--- config.mk ---
export PLATFORM = sky130hd
export DESIGN_NAME = cpu_err_monitor
export DESIGN_NICKNAME = d
export VERILOG_FILES = /design/src/rtl/cpu_err_pkg.sv /design/src/rtl/err_prio_enc.sv /design/src/rtl/cpu_err_monitor.sv
export SDC_FILE = /design/constraint.sdc
export NUM_CORES = 1
export LEC_CHECK = 0
export CORE_ASPECT_RATIO = 0.5
export CORE_MARGIN = 2
export CORE_UTILIZATION = 52
export CTS_BUF_LIST = sky130_fd_sc_hd__clkbuf_2
export CTS_CLUSTER_DIAMETER = 60
export DETAILED_ROUTE_END_ITERATION = 10
export PLACE_DENSITY = 0.83
export SLEW_MARGIN = 25
export SYNTH_ARGS = -nofsm -noshare
export SYNTH_HDL_FRONTEND = slang
export SYNTH_SLANG_ARGS = --single-unit
--- constraint.sdc ---
create_clock -name clk -period 3.15 [get_ports clk]
set_input_delay 0.63 -clock clk [delete_from_list [all_inputs] [get_ports clk]]
set_output_delay 0.63 -clock clk [all_outputs]
set_load 0.01 [all_outputs]
--- src/rtl/cpu_err_pkg.sv ---
// Shared state encoding and default widths for the CPU error monitor.
// Optional last-source capture is enabled with CPU_ERR_LAST_SRC_EN.
package cpu_err_pkg;

    typedef enum logic [1:0] {
        S_IDLE = 2'd0,
        S_ERR  = 2'd1,
        S_CLR  = 2'd2
    } state_t;

    localparam int DEF_NUM_SRC = 10;
    localparam int DEF_CNT_W   = 16;
    localparam int DEF_TS_W    = 32;

endpackage

--- src/rtl/err_prio_enc.sv ---
// Lowest-index-wins priority encoder with a valid flag.
// Shared by the first-capture and last-source logic of the error monitor.
module err_prio_enc #(
    parameter int NUM_SRC = 10,
    parameter int SRC_W   = 4
) (
    input  logic [NUM_SRC-1:0] req,
    output logic [SRC_W-1:0]   idx,
    output logic               valid
);

    always_comb begin
        idx   = '0;
        valid = |req;
        // Scan downwards so the lowest set index is written last.
        for (int i = NUM_SRC - 1; i >= 0; i--) begin
            if (req[i]) idx = SRC_W'(i);
        end
    end

endmodule

--- src/rtl/cpu_err_monitor.sv ---
// Sticky multi-source CPU error monitor with first-error capture and clear handshake.
// Define CPU_ERR_LAST_SRC_EN to register the most recent error source on last_src_o.
module cpu_err_monitor
    import cpu_err_pkg::*;
#(
    parameter int NUM_SRC = DEF_NUM_SRC,
    parameter int CNT_W   = DEF_CNT_W,
    parameter int TS_W    = DEF_TS_W,
    localparam int SRC_W  = (NUM_SRC > 1) ? $clog2(NUM_SRC) : 1
) (
    input  logic               clk,
    input  logic               rst_n,
    input  logic [NUM_SRC-1:0] err_i,
    input  logic [NUM_SRC-1:0] err_mask_i,
    input  logic               clr_req_i,
    output logic               clr_ack_o,
    output logic               cpu_inner_error_o,
    output logic [NUM_SRC-1:0] err_status_o,
    output logic [SRC_W-1:0]   first_src_o,
    output logic [TS_W-1:0]    first_ts_o,
    output logic [CNT_W-1:0]   err_cnt_o,
    output logic [SRC_W-1:0]   last_src_o
);

    state_t               state;
    logic [TS_W-1:0]      ts;
    logic [NUM_SRC-1:0]   hit;
    logic                 any_hit;
    logic [SRC_W-1:0]     hit_idx;
    logic                 clear;
    logic [NUM_SRC-1:0]   status_base;
    logic [CNT_W-1:0]     cnt_base;
    logic                 held_base;

    assign hit   = err_i & err_mask_i;
    assign clear = clr_req_i && (state != S_CLR);

    err_prio_enc #(
        .NUM_SRC (NUM_SRC),
        .SRC_W   (SRC_W)
    ) u_prio (
        .req   (hit),
        .idx   (hit_idx),
        .valid (any_hit)
    );

    // Clear first, then merge this cycle's hits, so set wins on the clear edge.
    always_comb begin
        status_base = clear ? '0 : err_status_o;
        cnt_base    = clear ? '0 : err_cnt_o;
        held_base   = clear ? 1'b0 : cpu_inner_error_o;
    end

    always_ff @(posedge clk) begin
        if (!rst_n) begin
            state             <= S_IDLE;
            ts                <= '0;
            clr_ack_o         <= 1'b0;
            cpu_inner_error_o <= 1'b0;
            err_status_o      <= '0;
            first_src_o       <= '0;
            first_ts_o        <= '0;
            err_cnt_o         <= '0;
        end else begin
            ts <= ts + 1'b1;
            unique case (state)
                S_IDLE: begin
                    if (clr_req_i)    state <= S_CLR;
                    else if (any_hit) state <= S_ERR;
                end
                S_ERR: begin
                    if (clr_req_i) state <= S_CLR;
                end
                S_CLR: begin
                    if (!clr_req_i)
                        state <= (cpu_inner_error_o || any_hit) ? S_ERR : S_IDLE;
                end
                default: state <= S_IDLE;
            endcase
            // Every state moves to or stays in CLR exactly when a request is present.
            clr_ack_o         <= clr_req_i;
            err_status_o      <= status_base | hit;
            cpu_inner_error_o <= held_base | any_hit;
            if (any_hit && !(&cnt_base)) err_cnt_o <= cnt_base + 1'b1;
            else                         err_cnt_o <= cnt_base;
            if (any_hit && !held_base) begin
                first_src_o <= hit_idx;
                first_ts_o  <= ts;
            end else if (clear) begin
                first_src_o <= '0;
                first_ts_o  <= '0;
            end
        end
    end

`ifdef CPU_ERR_LAST_SRC_EN
    always_ff @(posedge clk) begin
        if (!rst_n)       last_src_o <= '0;
        else if (any_hit) last_src_o <= hit_idx;
        else if (clear)   last_src_o <= '0;
    end
`else
    assign last_src_o = '0;
`endif

endmodule
Yosys cells after proc, flatten, opt, wreduce, memory -nomap -nowiden
Index checks and enable logic that the tools add are counted.

word-level totals
  word-level logic and storage cells = 54
  bits in writable memories = 0
  bits in latches = 0
  register bits after elaboration = 98
  ROM bits = 0
  memories kept = 0
  output and inout bits = 68

cells by class
  reductions and logical operators = 11
  $mul = 0
  mux-type cells = 24
  order comparisons = 0
  add/sub/neg operators = 2
  div/mod/pow operators = 0
  equal/unequal tests = 6
  bitwise gates (word level) = 3
  shift operators = 0

operators with widths
  operator               count
  $mux 32                2
  $mux 4                 12
  $add 32x1->32 const B  1
  $mux 16                2
  $add 16x1->16 const B  1
  $reduce_and 16->1      1
  $and 10x10->10         1
  $mux 10                1
  $or 10x10->10          1
  $reduce_or 10->1       1
  $mux 2                 4
  $ne 2x2->1 const B     3
  $pmux 2 s3             1
  $logic_and 1x1->1      3
  $ne 3x3->1 const B     1
  $reduce_and 3->1       1
  $eq 2x1->1 const B     1
  $eq 2x2->1 const B     1
  $logic_not 1->1        2
  $logic_not 2->1        1
  $mux 1                 2
  $reduce_bool 2->1      1
  $logic_or 1x1->1       1
  $or 1x1->1             1

Longest topological paths before layout
  word-level depth = 12
  mapped depth = 11
  gate-level depth less buffers = 9

By module
A second synthesis with hierarchy kept.

second synthesis, totals
  cells, all modules = 523
  area, all modules = 4349.2 sq um

by module, submodules not included
  module           instances  cells each  area each (sq um)
  cpu_err_monitor  1          505         4247.8
  err_prio_enc     1          18          101.3

Worst setup path after synthesis
Ideal clock, no wire load.

  path kind = input -> register
  start point = input port clr_req_i
  end point = register err_cnt_o[12]
  required time = 3.079 ns
  arrival = 2.488 ns
  stages on the path = 9
  setup slack = 0.591 ns
  cells stage by stage = nand2_1 buf_2 and2_1 ha_1 nand3_1 a2111oi_4 nand2_1 or4b_2 a21oi_1

between the ends
  word-level cells in the longest chain between the ends = 6
  elaborated cells on any way between the ends = 7
  classes of those cells = 1 x add/sub; 2 x mux; 4 x reduce/logical

RTL lines
  element                                                                line                   source
  start, declared                                                        cpu_err_monitor.sv:15  input logic clr_req_i,
  $logic_and 1x1->1 *                                                    cpu_err_monitor.sv:36  assign clear = clr_req_i && (state != S_CLR);
  $mux 16 *                                                              cpu_err_monitor.sv:50  cnt_base = clear ? '0 : err_cnt_o;
  parallel branches: the longest is 3 deep, another holds $add 16x1->16  --
  $mux 16 *                                                              cpu_err_monitor.sv:84  if (any_hit && !(&cnt_base)) err_cnt_o <= cnt_base + 1'b1;
  end signal, assigned                                                   cpu_err_monitor.sv:84
  end signal, assigned                                                   cpu_err_monitor.sv:85  else err_cnt_o <= cnt_base;
  end, declared                                                          cpu_err_monitor.sv:21  output logic [CNT_W-1:0] err_cnt_o,

Every way passes the cells marked *.
A chain may end at the register's enable or synchronous reset.

Final worst setup path
  start point = register state[0]
  end point = register err_cnt_o[15]

between the ends
  word-level cells in the longest chain between the ends = 7
  elaborated cells on any way between the ends = 8
  classes of those cells = 1 x add/sub; 1 x eq/ne; 2 x mux; 4 x reduce/logical

RTL lines
  element                                                                line                   source
  start, declared                                                        cpu_err_monitor.sv:25  state_t state;
  start signal, assigned                                                 cpu_err_monitor.sv:76  state <= (cpu_inner_error_o || any_hit) ? S_ERR : S_IDLE;
  $ne 2x2->1 *                                                           cpu_err_monitor.sv:36
  $logic_and 1x1->1 *                                                    cpu_err_monitor.sv:36
  $mux 16 *                                                              cpu_err_monitor.sv:50
  parallel branches: the longest is 3 deep, another holds $add 16x1->16  --
  $mux 16 *                                                              cpu_err_monitor.sv:84

Marks and branches as above.

==> run metrics <==
outcome completed; min cycle time layout around 2.6 ns; final worst clock skew between 0.02 and 0.025 ns; number of setup buffers added after CTS 0; Lkg Pwr 1.68 nW; DP HPWL between 6000 and 7000 um; sequential area share after synthesis 46.4%; clock tree buffer depth 2; I/O Pins slightly above 90; P_int around 1.5 mW; Cell Area, Synth about 4200 sq um; I/O Buffers 86; Pwr Density 382 nW/um^2; top cells by count, synth dfxtp_1 (98), nand2_1 (72), a21oi_1 (68); total global routing overflow 0; max-slew violations 0; Fill cells about 710; Initial Util ~53%; Std-Cell Rows 23; Hold Crit Class flop to flop; Combinational Power Share a little over a tenth; Hold Vio Cnt, Final 0; Syn Area/Cell 8.25 sq um; drt total wl about 9600 um; Placer Congestion roughly 0.84; chip width 131 um; post-route setup TNS 0 ns; CTS resizes 0; DRC 0; period utilization approximately four fifths; Synth area leader dfxtp_1; die area between 8000 and 9000 sq um; Worst Setup Path Type flop to flop; core area between 7000 and 8000 sq um; largest net degree at the start of global routing between 50 and 60; worst-margin pin slew between 0.5 and 0.6 ns; GRT Total Usage a little over a fifth; vias in the first global route ~3300; CP endpoint kind flop; layout cells sized above 1 slightly above 6%; RSZ-0062 raised after global routing no; Syn. warnings 0; Via density about 5.5; Multi-input gate area about 2100 sq um; switching share of power approximately 27%; vias 3884; synth top area cells dfxtp_1 (46%), a21oi_1 (8.1%), nand3_1 (7.0%); final setup vio count 0; Post-synth EDFFs 0; antenna violations before repair 0; H-tree Lvls 3; Yosys reg bits between 90 and 100; most frequent cell after synthesis dfxtp_1; placed cell count 690; max frequency 391 MHz; Routed wire per std cell approximately 14 um; clock group share of total power about a quarter; CTS tree yes; layout net count 614; Cells after Synth 512; register share of total power a little under two thirds; Post-Layout Cell Count 706; clk slew on worst S/H paths 0.23 ns; critical path launch point type flop; Slew HR around three fifths; total clock sinks 98; Die Y 67.7 um; root cell of the clock tree clkbuf_2; sequential cell area approximately 2000 sq um; # Max-Cap Violations 0; Detail Route Antenna Nets 0; final core occ about two thirds; CTS buffer count 9; Skew-Pair Late Insertion Delay 0.54 ns; synthesis-to-finish area growth 24.7%; initial DRC count between 200 and 300; post-synthesis async set-or-reset flop share 0%; Antenna Cells 0; Yosys top cell area share 46.4%; critical path fanouts, max 15; Max IR drop VDD 0.199 mV; First-pass DRT Iterations 4; Net Switching 0.542 mW; Req. time, crit path between 3 and 4 ns; WP data arrival 3.01 ns; Hold-fix buffers, CTS 0; Most used DFF post-synth dfxtp_1; first-pass GRT wire length 15400 um; count of cell types in the netlist 46
power by group through the flow:
stage | Combinational (mW) | Sequential, mW | Clock [mW]
floorplan | 0.110 | 1.31 | 0
global placement | 0.213 | 1.30 | 0
detailed placement | 0.217 | 1.30 | 0
CTS | 0.218 | 1.28 | 0.532
global route | 0.237 | 1.29 | 0.582
finish | 0.218 | 1.28 | 0.511
placed cells by master (no fill, tap or decap), types with 9 or more instances in the layout:
cell / count
o21ai_0: 12
clkbuf_2: 12
nand3_1: 59
dfxtp_1: 98
clkdlybuf4s50_1: 86
xnor2_1: 20
nor2_1: 31
nand4_1: 9
inv_1: 11
or3_1: 9
nor4_1: 12
nor3_1: 12
a21oi_1: 67
nand2_1: 71
registers in the layout (all words and copies together), names as in the netlist:
signal             flops
first_ts_o            32
ts                    32
err_cnt_o             16
err_status_o          10
first_src_o            4
state                  2
clr_ack_o              1
cpu_inner_error_o      1
per-stage QoR:
step / setup WS, ns / total power, mW / hold slack, ns / cell area (sq um)
2_1_floorplan: 0.591 / 1.42 / 0.437 / 4240
3_3_place_gp: 0.147 / 1.52 / 0.441 / 5180
3_5_place_dp: 0.101 / 1.52 / 0.449 / 5180
4_1_cts: 0.632 / 2.03 / 0.474 / 5270
5_1_grt: 0.429 / 2.10 / 0.496 / 5270
6_report: 0.595 / 2.01 / 0.471 / 5270
routing by layer:
| layer | vias to the layer above | share of wire, % | track usage [%] |
|---|---|---|---|
| li1 | 1966 | - | - |
| met2 | 71 | 48 | 37.3 |
| met3 | 11 | 3.8 | 5.03 |
| met1 | 1836 | 47 | 27.0 |
| met5 | - | 0 | 0 |
| met4 | 0 | 1.1 | 6.25 |
path summary, 6_finish.rpt:
kind,from,endpoint,slack (ns),cells after the start
hold / removal,err_status_o[4],err_status_o[4],0.47,2
hold reg to reg,err_status_o[4],err_status_o[4],0.47,2
setup reg to reg,state[0],err_cnt_o[15],0.60,9
setup / recovery,state[0],err_cnt_o[15],0.60,9
worst max-delay path, cell delays in order (launching register included):
cell and delay [ns]:
dfxtp_1 0.39, nand2b_4 0.18, nand2_2 0.10, and2_1 0.16, ha_1 0.17, nand3_1 0.16
a2111oi_4 0.43, and2_1 0.47, nor3_1 0.14, mux2_2 0.29
layout make-up:
class	count	share of cell area [%]
flip-flops and latches	98	37.3
repair buffers	95	17.9
multi-input cells	373	39.7
inverters	12	0.855
clock inverters	4	0.523
clock buffers	12	1.14
well taps	112	2.66
cells by family (layout without fill, tap and decap cells):
| logic type | count (synthesis) | after routing | share of synthesized area, % |
|---|---|---|---|
| other cells | 1 | 4 | 0.0888 |
| mux | 3 | 3 | 0.770 |
| fa+ha+maj | 2 | 2 | 0.592 |
| flops | 98 | 98 | 46.4 |
| xor+xnor | 24 | 24 | 4.98 |
| buf+inv | 44 | 123 | 4.47 |
| simple gates | 233 | 233 | 27.6 |
| compound gates | 107 | 107 | 15.0 |
Note: power is estimated with default switching activity, not from simulation.
